## src/rtl/periferico_bin_bcd_n.sv

```systemverilog
// ---------------------------------------------------------------------------
// periferico_bin_bcd_n
//
// Memory-mapped binary-to-BCD converter peripheral. Software writes an
// operand into OP_A, pulses INIT through CTRL, polls STATUS and reads the
// packed BCD digits back from RES_LO / RES_HI. The conversion itself is a
// sequential double-dabble engine: one add-3-then-shift iteration per clock.
// An optional signed mode converts the two's-complement magnitude and
// reports the sign through STATUS.NEG.
//
// Parameters:
//   BIN_W  - operand width in bits (4..32)
//   DIGITS - number of BCD digits produced; the integrator must make sure
//            10^DIGITS exceeds the largest BIN_W-bit value
//   DATA_W - bus data width, multiple of 4 and not smaller than BIN_W
//
// Ports:
//   CLK    - single clock, all state changes on its rising edge
//   reset  - asynchronous active-high reset
//   d_in   - bus write data
//   cs     - chip select, qualifies rd and wr
//   addr   - register byte address
//   rd     - read strobe, d_out is loaded on the strobed edge
//   wr     - write strobe, registers update on the strobed edge
//   d_out  - registered read data, holds between reads
//
// Register map (byte addresses):
//   0x04 OP_A   R/W  operand in [BIN_W-1:0]
//   0x08 CTRL   W    bit0 INIT (not stored), bit1 SIGNED; reads {0,SIGNED,0}
//   0x0C RES_LO R    digits 0 .. DATA_W/4-1, digit 0 in [3:0]
//   0x10 STATUS R    bit0 DONE, bit1 BUSY, bit2 NEG, bit3 COLL
//   0x14 RES_HI R    remaining digits, zero filled
// ---------------------------------------------------------------------------
module periferico_bin_bcd_n #(
  parameter int BIN_W  = 16,
  parameter int DIGITS = 5,
  parameter int DATA_W = 32
) (
  input  logic              CLK,
  input  logic              reset,
  input  logic [DATA_W-1:0] d_in,
  input  logic              cs,
  input  logic [5:0]        addr,
  input  logic              rd,
  input  logic              wr,
  output logic [DATA_W-1:0] d_out
);

  // Register addresses.
  localparam logic [5:0] ADDR_OP_A   = 6'h04;
  localparam logic [5:0] ADDR_CTRL   = 6'h08;
  localparam logic [5:0] ADDR_RES_LO = 6'h0C;
  localparam logic [5:0] ADDR_STATUS = 6'h10;
  localparam logic [5:0] ADDR_RES_HI = 6'h14;

  // Converter states.
  localparam logic [1:0] ST_IDLE  = 2'd0;
  localparam logic [1:0] ST_LOAD  = 2'd1;
  localparam logic [1:0] ST_SHIFT = 2'd2;

  // Width of the packed BCD result.
  localparam int RES_W = 4 * DIGITS;

  // The result is zero-extended to at least two bus words so that RES_LO
  // and RES_HI can always be sliced out, whatever DIGITS is.
  localparam int EXT_W = (RES_W > 2 * DATA_W) ? RES_W : 2 * DATA_W;

  // Iteration counter runs 0 .. BIN_W-1.
  localparam int              CNT_W     = $clog2(BIN_W + 1);
  localparam logic [CNT_W-1:0] LAST_ITER = CNT_W'(BIN_W - 1);

  // Architectural registers.
  logic [1:0]       state;
  logic [BIN_W-1:0] op_a;
  logic             signed_mode;
  logic [RES_W-1:0] result;
  logic             done;
  logic             busy;
  logic             neg;
  logic             coll;

  // Double-dabble working registers.
  logic [CNT_W-1:0] iter;
  logic [BIN_W-1:0] bin_sr;
  logic [RES_W-1:0] bcd_sr;

  // Combinational helpers.
  logic              wr_en;
  logic              rd_en;
  logic              init_req;
  logic              take_neg;
  logic [BIN_W-1:0]  magnitude;
  logic [RES_W-1:0]  bcd_adj;
  logic [RES_W-1:0]  bcd_next;
  logic [EXT_W-1:0]  res_ext;
  logic [DATA_W-1:0] rd_data;
  logic              unused_bits;

  // Bus strobes only count while the peripheral is selected. INIT is a
  // pulse carried by a CTRL write with bit0 set; it is never stored.
  always_comb begin
    wr_en    = cs && wr;
    rd_en    = cs && rd;
    init_req = wr_en && (addr == ADDR_CTRL) && d_in[0];
  end

  // Magnitude of the operand as seen by the LOAD step. In signed mode a
  // negative operand is negated modulo 2^BIN_W, which makes the most
  // negative value map onto 2^(BIN_W-1) without any special case.
  always_comb begin
    take_neg  = signed_mode && op_a[BIN_W-1];
    magnitude = take_neg ? (~op_a + BIN_W'(1)) : op_a;
  end

  // Add-3 correction: every digit that is 5 or more would overflow past 9
  // when doubled by the following shift, so it is pre-biased by 3.
  always_comb begin
    bcd_adj = bcd_sr;
    for (int i = 0; i < DIGITS; i++) begin
      if (bcd_sr[4*i +: 4] >= 4'd5) begin
        bcd_adj[4*i +: 4] = bcd_sr[4*i +: 4] + 4'd3;
      end
    end
  end

  // One double-dabble step: the corrected BCD digits shift left and take
  // the next binary MSB as their new LSB.
  always_comb begin
    bcd_next = {bcd_adj[RES_W-2:0], bin_sr[BIN_W-1]};
  end

  // Software-visible configuration registers. They may be rewritten while
  // a conversion runs; the engine copies what it needs in LOAD, so a
  // rewrite only affects the following conversion.
  always_ff @(posedge CLK or posedge reset) begin
    if (reset) begin
      op_a        <= '0;
      signed_mode <= 1'b0;
    end else if (wr_en) begin
      if (addr == ADDR_OP_A) begin
        op_a <= d_in[BIN_W-1:0];
      end
      if (addr == ADDR_CTRL) begin
        signed_mode <= d_in[1];
      end
    end
  end

  // Conversion sequencer and status flags. BUSY simply mirrors "not idle".
  // An INIT arriving while not idle (including the completing edge) is
  // dropped and only raises COLL. DONE stays set until the next accepted
  // INIT. The result register is touched only on the final iteration, so
  // software keeps seeing the previous result while a new one is computed,
  // and an asynchronous reset in the middle never exposes a partial value.
  always_ff @(posedge CLK or posedge reset) begin
    if (reset) begin
      state  <= ST_IDLE;
      result <= '0;
      done   <= 1'b0;
      busy   <= 1'b0;
      neg    <= 1'b0;
      coll   <= 1'b0;
      iter   <= '0;
      bin_sr <= '0;
      bcd_sr <= '0;
    end else begin
      case (state)
        ST_IDLE: begin
          if (init_req) begin
            state <= ST_LOAD;
            busy  <= 1'b1;
            done  <= 1'b0;
            coll  <= 1'b0;
          end
        end

        ST_LOAD: begin
          if (init_req) begin
            coll <= 1'b1;
          end
          neg    <= take_neg;
          bin_sr <= magnitude;
          bcd_sr <= '0;
          iter   <= '0;
          state  <= ST_SHIFT;
        end

        ST_SHIFT: begin
          if (init_req) begin
            coll <= 1'b1;
          end
          bcd_sr <= bcd_next;
          bin_sr <= bin_sr << 1;
          iter   <= iter + CNT_W'(1);
          if (iter == LAST_ITER) begin
            result <= bcd_next;
            done   <= 1'b1;
            busy   <= 1'b0;
            state  <= ST_IDLE;
          end
        end

        default: begin
          state <= ST_IDLE;
          busy  <= 1'b0;
        end
      endcase
    end
  end

  // Read multiplexer. Unmapped addresses read as zero.
  always_comb begin
    res_ext = EXT_W'(result);
    rd_data = '0;
    case (addr)
      ADDR_OP_A:   rd_data[BIN_W-1:0] = op_a;
      ADDR_CTRL:   rd_data[1]         = signed_mode;
      ADDR_RES_LO: rd_data            = res_ext[DATA_W-1:0];
      ADDR_STATUS: rd_data[3:0]       = {coll, neg, busy, done};
      ADDR_RES_HI: rd_data            = res_ext[2*DATA_W-1:DATA_W];
      default:     rd_data            = '0;
    endcase
  end

  // Registered read port. Because the mux looks at pre-edge register
  // values, a simultaneous read and write returns the old contents.
  always_ff @(posedge CLK or posedge reset) begin
    if (reset) begin
      d_out <= '0;
    end else if (rd_en) begin
      d_out <= rd_data;
    end
  end

  // Operand bits beyond BIN_W, CTRL bits beyond SIGNED and any result
  // extension beyond two bus words are intentionally ignored.
  assign unused_bits = ^{d_in, res_ext};

endmodule

```

## config.mk

```make
export PLATFORM = sky130hd
export DESIGN_NAME = periferico_bin_bcd_n
export DESIGN_NICKNAME = d
export VERILOG_FILES = /design/src/rtl/periferico_bin_bcd_n.sv
export SDC_FILE = /design/constraint.sdc
export NUM_CORES = 1
export LEC_CHECK = 0
export ABC_AREA = 1
export ABC_CLOCK_PERIOD_IN_PS = 3050
export BUFFER_PORTS_ARGS = -buffer_cell sky130_fd_sc_hd__buf_2
export CORE_MARGIN = 3
export CORE_UTILIZATION = 50
export CTS_CLUSTER_DIAMETER = 80
export DETAILED_ROUTE_END_ITERATION = 6
export PLACE_DENSITY = 0.74
export RECOVER_POWER = 100
export SLEW_MARGIN = 30
export SYNTH_ARGS = -nofsm -noshare
export SYNTH_HDL_FRONTEND = slang
export SYNTH_SLANG_ARGS = --single-unit
```

## constraint.sdc

```tcl
create_clock -name CLK -period 3.05 [get_ports CLK]
set_input_delay 0.4575 -clock CLK [delete_from_list [all_inputs] [get_ports CLK]]
set_output_delay 0.4575 -clock CLK [all_outputs]
set_load 0.02 [all_outputs]
```

* After elaboration in Yosys (flattened, before gate mapping)
Index checks and enable logic that the tools add are counted.
Widths: inputs -> output; s select.
** Cells by class
- Add/subtract/negate cells :: 7
- $mul :: 0
- Div/mod/pow operators :: 0
- Magnitude comparators :: 5
- Equal/unequal tests :: 10
- Shift operators :: 0
- Mux-type cells :: 24
- Bitwise logic cells :: 2
- Reductions and logical operators :: 17
** Operators with widths (number)
- $pmux 20 s2 :: 1
- $pmux 16 s2 :: 1
- $pmux 12 s2 :: 1
- $ge 4x3->1 const B :: 5
- $mux 4 :: 5
- $add 16x1->16 const B :: 1
- $add 4x2->4 const B :: 4
- $mux 16 :: 1
- $not 16->16 :: 1
- $eq 6x4->1 const B :: 2
- $pmux 2 s3 :: 2
- $pmux 5 s2 :: 1
- $reduce_and 3->1 :: 3
- $reduce_and 2->1 :: 4
- $eq 6x3->1 const B :: 1
- $eq 6x5->1 const B :: 1
- $pmux 1 s3 :: 2
- $reduce_bool 2->1 :: 3
- $add 5x1->5 const B :: 1
- $eq 5x4->1 const B :: 1
- $logic_and 1x1->1 :: 5
- $mux 1 :: 4
- $mux 2 :: 2
- $ne 2x2->1 const B :: 2
- other kinds (10) :: 11
** Storage, ports and cells
- Register bits after elaboration :: 116
- Bits in latches :: 0
- Memory bits (writable) :: 0
- Bits in read-only memories :: 0
- Input bits :: 43
- Output and inout port bits :: 32
- Logic and storage cells :: 77
- Memories kept :: 0

* Logic depth before layout (Yosys ltp)
- Word-level depth :: 5
- Gate-level depth with buffers :: 10
- Gate-level depth less buffers :: 10

* Least setup slack after synthesis
No wires, ideal clock.
- Kind :: reg2reg
- From :: register state[0]
- To :: register bin_sr[10]
- Setup time :: 124 ps
- Arrival :: 1447 ps
- Required time :: 2926 ps
- Slack :: 1479 ps
- Stages on the path, launching flop included :: 8
- Buffers on the path :: 2
- Period minus slack after synthesis :: 1571 ps
- Cell sequence :: dfrtp_1 -> inv_1 -> ha_1 -> buf_2 -> nand2_1 -> buf_2 -> o22ai_1 -> o21bai_1
** On the way
- Longest elaborated chain between the ends :: 2
- Elaborated cells between the ends (all ways) :: 4
- Those cells by class :: eq/ne: 2; mux: 1; reduce/logical: 1
** Ends and longest elaborated chain
- from (decl) :: RTL line 73 : logic [1:0] state;
- from (signal assigned) :: RTL line 157 : state <= ST_IDLE;
- from (signal assigned) :: RTL line 170 : state <= ST_LOAD;
- from (signal assigned) :: RTL line 185 : state <= ST_SHIFT;
- $eq 2x2->1 / $eq 2x1->1 (equally long branches) :: RTL line 167 : case (state)
- $pmux 16 s2 / $reduce_bool 2->1 (equally long branches)
- to (signal assigned) :: RTL line 182 : bin_sr <= magnitude;
- to (signal assigned) :: RTL line 193 : bin_sr <= bin_sr << 1;
- to (decl) :: RTL line 84 : logic [BIN_W-1:0] bin_sr;
Parallel ways exist; a longest one is shown, timed or not.
A chain may end at the register's enable or synchronous reset.

* Worst setup path after layout
- From :: register state[0]
- To :: register bin_sr[15]
The elaborated chain is that of the path after synthesis.

==> flow_summary_export.csv <==
group,metric,value,unit
sta,rsz0062_at_grt,"no",
synthesis,ys_ff_latch,104,
routing,viasPerCell,5.314,
synthesis,synthTopCellsByArea,"dfrtp_1 (49%), nand2_1 (9.9%), inv_1 (5.5%)",
status,outcome,"complete, but fails checks",
synthesis,ys_seq_area_share,49.38,%
sta,min_period_over_period,78.70,%
synthesis,synth_warnings,0,
hold_path,hold_path.class,"input pin to flip-flop",
power_and_ir_drop,p_int,2.240,mW
power_and_ir_drop,p_seq_share,45.6,%
routing,drt_iter0_drc,219,
floorplanning,ioPinCount,75,
global_route,antenna_found_initial,0,
clocking,cts_tree,"yes",
floorplanning,core-area,0.01000,mm²
floorplanning,die_h,108.7,µm
place,hpwlAfterDp,8204,µm
synthesis,yosys.area_share.simple,19.44,%
critical_path,timing.reg2reg.worst_path_depth,9,
critical_path,cpMaxStageDelayCell,"ha_1",
synthesis,synth_mux_area_share,0,%
routing,antenna_left,0,
global_route,gr-usage-all-layers,20.79,%
synthesis,yosys.area_share.adder,4.036,%
global_route,overflow,0,
place,gp_congestion,0.8570,
synthesis,syn_area_per_cell,8.339,µm²
clocking,cts_hold_buffers,0,
finish,layout.nets,731,
synthesis,syn_inst,632,
critical_path,r2r_end,"bin_sr[15]$_DFFE_PP0N_",
floorplanning,std_cell_rows,36,
sta,worst_pin_slew,2209,ps
sta,finalSetupTns,0,ps
clocking,clkSinkCount,104,
place,numPortBuffers,46,
power_and_ir_drop,sw_frac_of_total,37.22,%
clocking,ctsResizeCount,0,
clocking,path_clk_slew,100,ps
status,violations,"capacitance limit, slew limit",
routing,drtPass1Iterations,5,
clocking,cts-buffers-inserted,9,
synthesis,synth_top_cell_by_area,"dfrtp_1",
finish,filler_cell_count,961,
global_route,grt_pass1_wl,19260,µm
critical_path,cpMostUsedCell,"inv_1",
flow_run,drv_cap,1,
power_and_ir_drop,powerDensity,630.2,mW/mm²
global_route,grt_max_degree,105,
critical_path,path_depth,9,
critical_path,regToRegStartpoint,"state[0]$_DFFE_PP0P_",
clocking,cts_setup_buffers,0,
power_and_ir_drop,power.total,3.567,mW
finish,drive_above_1_share,8.580,%
finish,antenna_cells,0,
synthesis,syn_area,0.005270,mm²
critical_path,crit_path_max_fanout,16,
sta,timing.fmax,416.6,MHz
power_and_ir_drop,pwr-share-clk,23.0,%
clocking,clk_latency,390,ps
critical_path,critPathMaxStageDelay,590,ps
sta,hold_viol,0,
synthesis,synth_compound_area_share,15.08,%
sta,slew_headroom,-47.29,%
synthesis,yosys.area.top_type_share,49.38,%
clocking,clock_path_buffers,2,
power_and_ir_drop,peakVddDrop,0.3405,mV
sta,finalMaxSlewViolations,105,
sta,setup_viol,0,
critical_path,cp.arrival,2730,ps
floorplanning,die-width,108.7,µm
power_and_ir_drop,p_sw,1.328,mW
critical_path,crit_start,"state[0]$_DFFE_PP0P_",
synthesis,synth_top_family_by_area,"simple AND/OR/NAND/NOR gates",
critical_path,crit_chain,"inv_1, ha_1, inv_1, nor2_1, clkbuf_1, inv_1, nor2_1, nand2_1, nand2_1",
finish,area_growth,7.407,%
critical_path,r2r_slack,650,ps
clocking,cts_root_buffer,"clkbuf_8",
synthesis,synth-xor-area-share,1.994,%
routing,route.detailed.drc,0,
routing,routedWlPerCell,14.38,µm
critical_path,endpoint,"bin_sr[15]$_DFFE_PP0N_",
power_and_ir_drop,p_leak,2.676,nW
critical_path,critPathKind,"flip-flop to flip-flop",
routing,finalWirelength,11630,µm
routing,via_count,4299,
power_and_ir_drop,combPwrFrac,31.4,%
critical_path,crit_required,3380,ps
critical_path,critPathLaunchType,"flip-flop",
floorplanning,initial_core_util,52.70,%
floorplanning,die-area,0.01181,mm²
critical_path,end_kind,"flip-flop",
critical_path,cp_num_buf_inv,4,
critical_path,path_delay_family,"buffers and inverters",
sta,timing.final.crit_period,2400,ps
global_route,grt_pass1_vias,4147,
clocking,htreeDepth,3,
synthesis,synth_cell_types,32,
sta,fin_skew,14.86,ps
[area by class of cell]
type,count,area (µm²),share of cell area (%)
multi-input cells,424,2157,38.11
inverters,79,300.3,5.305
well taps,133,166.4,2.940
repair buffers,53,245.2,4.332
flip-flops and latches,104,2603,45.98
clock inverters,6,51.30,0.9063
clock buffers,10,137.6,2.431
[placed cells by master (no fill, tap or decap), drive strengths merged]
cell type	n
a21oi	38
buf	28
clkbuf	35
clkinv	3
clkinvlp	3
conb	12
dfrtp	104
ha	17
inv	79
nand2	141
nand3	35
nand4	6
nor2	49
nor3	5
o211ai	3
o21ai	58
o21bai	6
o221ai	3
o22ai	34
or2	5
xor2	12
[synth_stat cells]
master    number
nand2_1      139
dfrtp_1      104
inv_1         77
o21ai_0       49
nor2_1        46
a21oi_1       37
nand3_1       35
o22ai_1       34
ha_1          17
buf_4         15
xor2_1        12
clkbuf_1       9
o21ai_1        8
buf_2          7
o21bai_1       6
nand4_1        5
nor3_1         5
or2_2          5
buf_6          4
o211ai_1       3
o221ai_1       3
nor2_4         2
a21oi_2        1
buf_1          1
clkinv_1       1
conb_1         1
inv_2          1
nand2_2        1
nand2_4        1
nand4_4        1
nor2_2         1
o21ai_2        1
[power groups by stage]
stage,sequential [mW],combinational [mW],clock (mW)
2_1_floorplan,1.64,0.873,0
3_3_place_gp,1.65,1.09,0
3_5_place_dp,1.65,1.13,0
4_1_cts,1.63,1.14,0.840
5_1_grt,1.65,1.26,0.895
6_report,1.63,1.12,0.820
[stage by stage]
step	utilization (%)	setup WS (ps)	instance area, µm²	std cells	hold WS, ps
global route	56.61	390.8	5660	809	308.3
CTS	57.36	872.2	5736	809	232.5
floorplan	-	1347	5315	643	441.3
global placement	55.47	966.8	5547	793	458.2
finish	56.61	649.5	5660	809	316.8
detailed placement	55.47	936.2	5547	793	465.8
[how the worst min path moves through the flow]
stage / from / depth (start not counted) / endpoint
after floorplan: busy$_DFFE_PP0P_ / 2 / busy$_DFFE_PP0P_
after global placement: d_out[18]$_DFFE_PP0P_ / 2 / d_out[18]$_DFFE_PP0P_
after detailed placement: d_out[18]$_DFFE_PP0P_ / 2 / d_out[18]$_DFFE_PP0P_
after CTS: reset / 3 / d_out[2]$_DFFE_PP0P_
after global routing: d_in[14] / 3 / op_a[14]$_DFFE_PP0P_
final: d_in[12] / 3 / op_a[12]$_DFFE_PP0P_
[cell families (layout without fill, tap and decap cells)]
logic type,Yosys count,in the layout
simple gates,241,241
compound gates,142,142
buf+inv,115,148
flops,104,104
fa+ha+maj,17,17
xor+xnor,12,12
other cells,1,12
[worst min-delay path, cell delays in order]
cell,delay (ps)
buf_2,80
nor2_1,30
a21oi_1,100
[metal layers]
layer	track usage, %	up-vias	part of all wire, %
li1	-	2119	-
met1	27.46	2069	46
met2	34.20	93	48
met3	4.204	18	4.3
met4	7.304	0	1.6
met5	0	-	0
[flip-flops by register name, summed over array words and instances, names as in the netlist]
name and count:
bcd_sr 20, d_out 20, result 20, bin_sr 16
op_a 16, iter 5, state 2, busy 1
coll 1, done 1, neg 1, signed_mode 1
No activity file was read; power rests on OpenSTA's default activity.
